### config.mk
export PLATFORM = sky130hd
export DESIGN_NAME = switch_box_cfg_loader
export DESIGN_NICKNAME = d
export VERILOG_FILES = /design/src/rtl/switch_box_cfg_loader.sv
export SDC_FILE = /design/constraint.sdc
export NUM_CORES = 1
export LEC_CHECK = 0
export CAP_MARGIN = 20
export CORE_MARGIN = 2
export CORE_UTILIZATION = 40
export DETAILED_ROUTE_END_ITERATION = 10
export GPL_ROUTABILITY_DRIVEN = 0
export GPL_TIMING_DRIVEN = 0
export PLACE_DENSITY_LB_ADDON = 0.1
export SYNTH_ARGS = -nofsm -noshare
export SYNTH_HDL_FRONTEND = slang
export SYNTH_SLANG_ARGS = --single-unit
### constraint.sdc
create_clock -name clk -period 2.5 [get_ports clk]
set_clock_uncertainty 0.1 [all_clocks]
set_input_delay 0.375 -clock clk [delete_from_list [all_inputs] [get_ports clk]]
set_output_delay 0.375 -clock clk [all_outputs]
set_load 0.02 [all_outputs]
### src/rtl/switch_box_cfg_loader.sv
// Serial loader for the switch-box config scan chain: takes words over valid/ready
// and shifts them LSB-first onto cfg_bit/cfg_en until CHAIN_LEN bits are loaded.
module switch_box_cfg_loader #(
  parameter int CHAIN_LEN = 20,
  parameter int WORD_W    = 8,
  parameter int CNT_W     = $clog2(CHAIN_LEN + 1)
) (
  input  logic              clk,
  input  logic              rst,
  input  logic              start,
  input  logic              abort,
  input  logic [WORD_W-1:0] word_in,
  input  logic              word_valid,
  output logic              word_ready,
  output logic              cfg_bit,
  output logic              cfg_en,
  output logic              busy,
  output logic              done,
  output logic [CNT_W-1:0]  bit_count
);

  localparam int BL_W = $clog2(WORD_W + 1);

  typedef enum logic [1:0] {IDLE, LOAD, SHIFT, DONE} state_t;

  state_t            state, state_nxt;
  logic [WORD_W-1:0] sreg, sreg_nxt;
  logic [BL_W-1:0]   bits_left, bits_left_nxt;
  logic [CNT_W-1:0]  count_nxt;

  always_comb begin
    state_nxt     = state;
    sreg_nxt      = sreg;
    bits_left_nxt = bits_left;
    count_nxt     = bit_count;
    if (abort) begin
      state_nxt = IDLE;
    end else begin
      unique case (state)
        IDLE, DONE: begin
          if (start) begin
            state_nxt = LOAD;
            count_nxt = '0;
          end
        end
        LOAD: begin
          if (word_valid) begin
            sreg_nxt      = word_in;
            bits_left_nxt = BL_W'(WORD_W);
            state_nxt     = SHIFT;
          end
        end
        SHIFT: begin
          sreg_nxt      = sreg >> 1;
          bits_left_nxt = bits_left - 1'b1;
          count_nxt     = bit_count + 1'b1;
          // Chain-full wins: leftover bits of the final word are dropped.
          if (bit_count == CNT_W'(CHAIN_LEN - 1))
            state_nxt = DONE;
          else if (bits_left == BL_W'(1))
            state_nxt = LOAD;
        end
        default: state_nxt = IDLE;
      endcase
    end
  end

  // Outputs are registered from the next-state values so they line up with state.
  always_ff @(posedge clk or posedge rst) begin
    if (rst) begin
      state      <= IDLE;
      sreg       <= '0;
      bits_left  <= '0;
      bit_count  <= '0;
      word_ready <= 1'b0;
      cfg_bit    <= 1'b0;
      cfg_en     <= 1'b0;
      busy       <= 1'b0;
      done       <= 1'b0;
    end else begin
      state      <= state_nxt;
      sreg       <= sreg_nxt;
      bits_left  <= bits_left_nxt;
      bit_count  <= count_nxt;
      word_ready <= (state_nxt == LOAD);
      cfg_en     <= (state_nxt == SHIFT);
      cfg_bit    <= (state_nxt == SHIFT) & sreg_nxt[0];
      busy       <= (state_nxt == LOAD) || (state_nxt == SHIFT);
      done       <= (state_nxt == DONE);
    end
  end

endmodule

* Word level (Yosys, flattened, before mapping)
Cells that the tools add are included.
** Cells by class
- Reductions and logical operators :: 7
- Bitwise logic cells :: 2
- Equality and inequality tests :: 10
- Mux-type cells :: 13
- Add/subtract/negate cells :: 2
** Operator list (number)
- $pmux W8 S2 :: 1
- $mux W2 :: 5
- $pmux W5 S2 :: 1
- $eq A2 B2 Y1 const B :: 4
- $mux W8 :: 1
- $pmux W4 S2 :: 1
- $pmux W2 S3 :: 1
- $reduce_and A3 Y1 :: 2
- $add A5 B1 Y5 const B :: 1
- $eq A5 B5 Y1 const B :: 1
- $mux W5 :: 1
- $eq A2 B1 Y1 const B :: 2
- $eq A4 B1 Y1 const B :: 1
- $mux W4 :: 1
- $ne A2 B2 Y1 const B :: 2
- $reduce_bool A2 Y1 :: 2
- $sub A4 B1 Y4 const B :: 1
- $logic_not A2 Y1 :: 1
- $reduce_or A2 Y1 :: 1
- $and A1 B1 Y1 :: 1
- $logic_or A1 B1 Y1 :: 1
- $mux W1 :: 1
- $not A1 Y1 :: 1
** Storage, ports and cells
- Word-level logic and storage cells :: 44
- Bits in registers :: 24
- Output and inout port bits :: 10
- Bits of input ports :: 13

* Longest topological paths before layout
Gate-level depths: netlist (run 1).
- Depth in word-level cells :: 7
- Mapped depth :: 8

* Worst setup path before layout (run 1)
No wires, ideal clock.
- Path kind :: reg2reg
- Start :: register bit_count[0]
- End :: register cfg_bit
- Clock period less this slack :: 1.941 ns
- Setup time :: 0.132 ns
- Arrival time :: 1.709 ns
- Data required time :: 2.268 ns
- Slack :: 0.559 ns
- Stages on the path, launching flop included :: 7
- Cells stage by stage :: dfrtp_1 > ha_1 > nor4bb_1 > o21ai_0 > a311o_1 > ha_1 > a21boi_0
** On the way
- Cells in the longest elaborated chain, start to end :: 6
** RTL lines
- start, declared :: RTL line 19 : output logic [CNT_W-1:0] bit_count
- start signal, assigned :: RTL line 84 : bit_count <= count_nxt;
- $eq A5 B5 Y1 :: RTL line 58 : if (bit_count == CNT_W'(CHAIN_LEN - 1))
- $mux W2 :: RTL line 58
- $pmux W2 S3 :: RTL line 39 : unique case (state)
- $mux W2 :: RTL line 36 : if (abort) begin
- $eq A2 B2 Y1 :: RTL line 87 : cfg_bit <= (state_nxt == SHIFT) & sreg_nxt[0];
- $and A1 B1 Y1 :: RTL line 87
- end signal, assigned :: RTL line 87
- end, declared :: RTL line 15 : output logic cfg_bit,
No other way between the ends.
A chain may end at the register's enable or synchronous reset.

* Worst setup path after layout (run 1)
- Start :: register state[1]
- End :: register cfg_bit
** On the way
- Cells in the longest elaborated chain, start to end :: 6
- Elaborated cells on any way between the ends :: 15
- Classes of those cells :: 4 x eq/ne; 8 x mux; 1 x bitwise; 2 x reduce/logical
** RTL lines
- start, declared :: RTL line 26 : state_t state, state_nxt;
- start signal, assigned :: RTL line 81 : state <= state_nxt;
- $eq A2 B2 Y1 (tied with other cells) :: RTL line 39
- $reduce_or A2 Y1 / $mux W2 (equally long branches) :: RTL line 39, 58
- $pmux W2 S3 :: RTL line 39
- $mux W2 :: RTL line 36
- $eq A2 B2 Y1 :: RTL line 87
- $and A1 B1 Y1 (*) :: RTL line 87
Every way passes the cells marked *; elsewhere a longest branch is shown, timed or not.

==> results of run 1 <==
-- logic make-up (layout without fill, tap and decap cells) --
logic type / count (synthesis) / after routing / share of synthesized area (%)
AND/OR/NAND/NOR: 40 / 40 / 19.8
AO/OA/AOI/OAI: 29 / 29 / 18.7
flip-flops: 24 / 24 / 46.8
buffers and inverters: 14 / 40 / 5.27
adder cells (fa/ha/maj): 8 / 8 / 7.81
multiplexers: 2 / 2 / 1.56
-- power breakdown --
part | internal [uW] | switching, uW | leakage (uW) | total (uW)
registers | 430 | 28.9 | 0.000324 | 459
clock network | 88.8 | 112 | 0.0000210 | 201
logic | 106 | 102 | 0.000365 | 208
-- path summary, 6_finish.rpt --
check | startpoint | slack, ns | to | depth (start not counted)
max in group asynchronous | rst | 1.29 | bit_count[3] | 2
worst max-delay path | state[1] | 0.33 | cfg_bit | 8
worst min register to register | sreg[7] | 0.42 | sreg[7] | 1
min in group asynchronous | rst | 0.45 | cfg_en | 2
worst max register to register | state[1] | 0.33 | cfg_bit | 8
worst min-delay path | sreg[7] | 0.42 | sreg[7] | 1
-- flip-flops by register name, indices dropped and copies added, names as in the netlist --
| register | count |
|---|---|
| bit_count | 5 |
| bits_left | 4 |
| busy | 1 |
| cfg_bit | 1 |
| cfg_en | 1 |
| done | 1 |
| sreg | 8 |
| state | 2 |
| word_ready | 1 |
-- final cells by class --
cell class                      instances  area (sq um)  area share [%]
Inverter                               10          37.5            2.34
Multi-Input combinational cell         79           621            38.7
Tap cell                               44          55.1            3.44
Sequential cell                        24           601            37.5
Buffer                                  4          31.3            1.95
Timing Repair Buffer                   22           220            13.7
Clock buffer                            4          36.3            2.27
-- stage by stage --
stage	util, %	cell area, sq um	total power, uW	std cells	setup WS (ns)
detailed placement	51.0	1560	674	183	0.159
global placement	51.0	1560	666	183	0.206
global route	52.5	1600	926	187	0.163
finish	52.5	1600	867	187	0.334
CTS	52.2	1590	881	187	0.227
floorplan	-	1280	603	117	0.559
-- synthesized netlist by cell type (2+ instances only) --
library cell,n,share of area (%)
clkbuf_1,2,0.59
nand2_1,4,1.2
or2_2,2,0.98
nor2b_1,2,0.98
nor4bb_1,2,1.6
dfrtp_1,24,47
or3_1,2,0.98
nor2_1,4,1.2
buf_6,2,1.8
mux2i_1,2,1.6
nand2b_1,6,2.9
ha_1,8,7.8
and2_1,6,2.9
a21o_1,2,1.2
o211ai_1,2,1.2
inv_1,10,2.9
a221o_1,6,4.7
a22o_1,2,1.4
o21ai_0,6,2.3
nor4_1,4,2.0
and3_1,2,0.98
o2bb2ai_1,2,1.4
-- worst register-to-register path: stages (launching register included) --
cell      delay (ns)
dfrtp_1         0.43
inv_1           0.08
ha_1            0.31
nor2b_4         0.20
buf_6           0.13
o21ai_0         0.11
a311o_1         0.34
ha_1            0.22
a21boi_0        0.12
-- layer usage --
metal	global-route usage (%)	routed length (um)	share of wire, %
met1	22.0	1260	49
met2	25.7	1190	46
met3	2.99	118	4.6
met4	5.59	21	0.81
met5	0	0	0
==> key figures, run 1 <==
Status
  – Outcome: completed

Hold path
  – Hold crit path type: flip-flop to flip-flop

Critical path
  – Worst Path Max Fanout: 8
  – Worst path bufs/invs: 2
  – WP data required: approximately 2.6 ns
  – Crit-path cells: inv_1 -> ha_1 -> nor2b_4 -> buf_6 -> o21ai_0 -> a311o_1 -> ha_1 -> a21boi_0
  – CP top delay family: compound AO/OA/AOI/OAI gates
  – Critical Path Sink Type: flip-flop
  – Most frequent CP cell: ha_1
  – Crit Path Category: flip-flop to flip-flop
  – Crit-path slowest cell: dfrtp_1
  – Critical Path Max Stage Delay: roughly 0.43 ns
  – Arr. time, crit path: ~2.3 ns
  – Worst Setup Start Kind: flip-flop

STA
  – Finish-stage setup viols: 0
  – Worst slew pin tran: between 0.9 and 1 ns
  – Tcrit/Tclk final: just under 90%
  – FMAX: 0.462 GHz
  – Final Max Slew Viols: 0
  – Hold slack: between 0.4 and 0.5 ns
  – Worst slew margin: between 30% and 40%
  – Min Tclk post-route: 2.17 ns
  – Hold Vio Cnt, Final: 0
  – RSZ-0062 raised after global routing: no
  – Setup_tns: 0 ns

Route
  – ANT nets after route: 0
  – # DRC: 0
  – Pre-antenna DRT Iters: 4
  – Via Count: roughly 1000
  – Vias per inst: 5.38
  – Drt wl/cell: about 14 um
  – DRC marker count from the first detailed-route iteration: 49
  – Routed wire length: around 2.6 mm

Final layout
  – Fillcell total: roughly 300
  – Layout cell share with drive strength beyond 1: 9.79%
  – Nets: between 150 and 200
  – Commonest cells after routing, fill and taps aside: dfrtp_1 (24), clkdlybuf4s50_1 (22), inv_1 (10), ha_1 (8)
  – Number of diodes: 0
  – Area Overhead vs Synth: 24.9%
  – Commonest non-fill, non-tap cell in the layout: dfrtp_1

Global route
  – Initial antenna violation count: 0
  – First-pass GRT wire length: 4.41 mm
  – Gr usage total: around 16%
  – Gr ovfl total: 0
  – Largest net degree at the start of global routing: 25
  – Vias in the first global route: 925

Synthesis
  – Synth Warn #: 0
  – Syn Std Cell Area: 0.00128 sq mm
  – Cell variety after synth: 37
  – Synth Net Count: around 140
  – Syn Area/Cell: 11.0 sq um
  – Post-synth ARST share: 100%
  – Post-synth top flop: dfrtp_1
  – Post-synthesis instance total: about 120
  – Register bit total from synthesis: 24
  – Seq/Total Area, Yosys: between 40 and 50%
  – Number of flops mapped to enable cells by yosys: 0

Placement
  – Port Buffers: 22
  – Post-DP HPWL: ~1.9 mm

CTS
  – Clk Latency, worst-skew pair: between 0.3 and 0.4 ns
  – PostCTS Resize Cnt: 0
  – Clk pin slew, worst setup/hold paths: about 0.13 ns
  – Deepest clock path buffer count: 2
  – H-tree depth: 1
  – CTS root buffer: clkbuf_4
  – CTS Buf Count: 3
  – Hold buffers post-CTS: 0
  – Sink Count: 24
  – CTS tree: built
  – Post-CTS Setup Repair Bufs: 0

Floorplan
  – Core area: ~0.003 sq mm
  – Ports: 23
  – Die footprint: roughly 0.0037 sq mm
  – Row Count: 20
  – Chip width: 60.6 um
  – Starting Density: between 40% and 50%
  – Die outline height: a little over 60 um

Pwr
  – Static Leak: around 0.00071 uW
  – Max IR drop VDD: between 0.2 and 0.25 mV
  – Pwr dens: roughly 540 mW/mm^2

Job
  – Max Cap Viol: 0
Power figures use the tool's default switching activity.
==> run 2: changes to the inputs <==
Settings changed: REMOVE_ABC_BUFFERS set to 1.
==> key figures, run 2 (synthesis gave the netlist of run 1 again) <==
Status
  – Outcome: completed

Pwr
  – Static Leak: 0.000691 uW (-2.6%)
  – Max IR drop VDD: 0.244 mV (+10%)
  – Pwr dens: 553 mW/mm^2 (+2.2%)

Route
  – Met1 wire length: 1.22 mm (-3.1%)
  – Routed length on met2: 1.17 mm (-1.9%)
  – DRC marker count from the first detailed-route iteration: 19 (-61%)
  – Met3 wire length: 71 um (-40%)
  – Routed wire length: 2.48 mm (-4.3%)
  – Max Used Layer: met4
  – Pre-antenna DRT Iters: 4 (unchanged)
  – Drt wl/cell: 13.6 um (-2.2%)
  – Via Count: 941 (-6.5%)
  – ANT nets after route: 0 (unchanged)
  – # DRC: 0 (unchanged)
  – Vias per inst: 5.14 (-4.4%)

Placement
  – Port Buffers: 22 (unchanged)
  – Post-DP HPWL: 1.82 mm (-4.9%)
  – Placed Area: 0.00153 sq mm (-1.9%)
  – DP Worst Slack: 0.0783 ns (-0.0809 ns)

Floorplan
  – Core area: 0.00305 sq mm (unchanged)
  – Die footprint: 0.00368 sq mm (unchanged)
  – Ports: 23 (unchanged)
  – Die outline height: 60.6 um (unchanged)
  – Chip width: 60.6 um (unchanged)
  – Starting Density: 42.0% (unchanged)
  – Row Count: 20 (unchanged)

Critical path
  – R2R depth: 7 (-1)
  – Capturing point of the worst reg2reg path: cfg_bit
  – Launch point of the worst reg-to-reg path: state[0]
  – WP data required: 2.65 ns (+0.06 ns)
  – Worst Path Max Fanout: 11 (+3)
  – Arr. time, crit path: 2.36 ns (+0.10 ns)
  – Critical Path Sink Type: flip-flop
  – Worst Setup Start Kind: flip-flop
  – Worst reg2reg setup slack: 0.29 ns (-0.04 ns)
  – Crit Path Category: flip-flop to flip-flop

STA
  – Worst slew margin: 38.3% (about the same)
  – Hold Vio Cnt, Final: 0 (unchanged)
  – Setup WS post-layout: 0.291 ns (-0.0435 ns)
  – FMAX: 0.453 GHz (-2.0%)
  – Finish-stage setup viols: 0 (unchanged)
  – Setup_tns: 0 ns (unchanged)
  – Min Tclk post-route: 2.21 ns (+0.0435 ns)
  – Worst slew pin tran: 0.924 ns (-0.0000976 ns)
  – Tcrit/Tclk final: 88.4% (+1.7 points)
  – Final Max Slew Viols: 0 (unchanged)
  – RSZ-0062 raised after global routing: no

CTS
  – Clk pin slew, worst setup/hold paths: 0.14 ns (about the same)
  – Sink Count: 24 (unchanged)
  – CTS Buf Count: 3 (unchanged)
  – Clk Latency, worst-skew pair: 0.32 ns (about the same)
  – CTS tree: built
  – Deepest clock path buffer count: 2 (unchanged)
  – CTS root buffer: clkbuf_4
  – H-tree depth: 1 (unchanged)
  – Hold buffers post-CTS: 0 (unchanged)

Hold path
  – Hold Path Origin: sreg[7]
  – Hold crit path type: flip-flop to flip-flop
  – Worst hold endpoint: sreg[7]
  – Hold depth: 1 (unchanged)

Global route
  – Initial antenna violation count: 0 (unchanged)
  – First-pass GRT wire length: 4.45 mm (+0.93%)
  – Gr usage total: 16.0% (-0.074 points)
  – Vias in the first global route: 995 (+7.6%)
  – Gr ovfl total: 0 (unchanged)
  – Largest net degree at the start of global routing: 25 (unchanged)

Final layout
  – Commonest non-fill, non-tap cell in the layout: dfrtp_1
  – Fin area: 0.00157 sq mm (-2.0%)
  – Most flop-heavy register: sreg
  – Max reg flops: 8 (unchanged)
  – Layout cell share with drive strength beyond 1: 7.91% (-1.9 points)
  – Number of diodes: 0 (unchanged)
  – Fillcell total: 299 (-0.66%)
  – Biggest regs: sreg: 8 flops, bit_count: 5 flops, bits_left: 4 flops
  – Area Overhead vs Synth: 22.4%
  – Nets: 161 (-2.4%)
  – Commonest cells after routing, fill and taps aside: dfrtp_1 (24), clkdlybuf4s50_1 (22), inv_1 (10), ha_1 (8)

Job
  – Max Cap Viol: 0 (unchanged)
[run 2: cell count changes in the layout (fill, tap and decap cells not counted)]
cell	before	now
clkbuf_2	1	0
clkbuf_1	1	0
o21ai_0	6	5
buf_6	2	0
o21ai_1	0	1
[run 2: power breakdown]
group,switching (uW),internal [uW],leakage (uW)
Combinational,101,100,0.000347
Sequential,28.1,430,0.000324
Clock,120,89.0,0.0000210
[run 2: final cells by class]
| type | instances | area, sq um | share of cell area (%) |
|---|---|---|---|
| multi-input combinational | 79 | 621 | 39.5 |
| inverter | 10 | 37.5 | 2.39 |
| tap | 44 | 55.1 | 3.51 |
| sequential | 24 | 601 | 38.2 |
| clock buffer | 4 | 36.3 | 2.31 |
| timing repair buffer | 22 | 220 | 14.0 |
[run 2: repair_timing]
action | in CTS | in global routing
setup buffers | 0 | 0
setup endpoints to repair | 0 | 7
resized for setup | 0 | 2
[run 2: routing by layer]
layer | GRT usage (%) | vias up
met4 | 5.59 | 0
li1 | - | 474
met5 | 0 | -
met1 | 21.5 | 452
met2 | 26.4 | 13
met3 | 2.35 | 2
[run 2: worst max-delay path by stage]
stage | startpoint | to | slack [ns] | depth (start not counted)
final | state[0] | cfg_bit | 0.29 | 7
after CTS | state[0] | cfg_bit | 0.15 | 7
after global placement | abort | cfg_bit | 0.1 | 5
after detailed placement | abort | cfg_bit | 0.08 | 5
after global routing | state[0] | cfg_bit | 0.09 | 7
after floorplan | state[0] | cfg_bit | 0.55 | 7
[run 2: metrics by stage]
step	cells	utilization, %	total power (uW)	hold WS, ns
floorplan	113	-	594	0.290
global placement	179	50.0	658	0.387
detailed placement	179	50.0	667	0.388
CTS	183	51.2	879	0.422
global route	183	51.4	925	0.463
finish	183	51.4	869	0.424
[run 2: critical path, cell delays in order, from the launching register on]
cell      delay, ns
dfrtp_1        0.43
inv_1          0.07
ha_1           0.36
inv_1          0.22
o221a_2        0.34
o21ai_1        0.23
ha_1           0.22
a21boi_0       0.17
==> run 3: changes to the inputs <==
Settings changed: TNS_END_PERCENT set to 1.
==> results of run 3 <==
Final layout, timing and power as in run 2 (identical DEF).
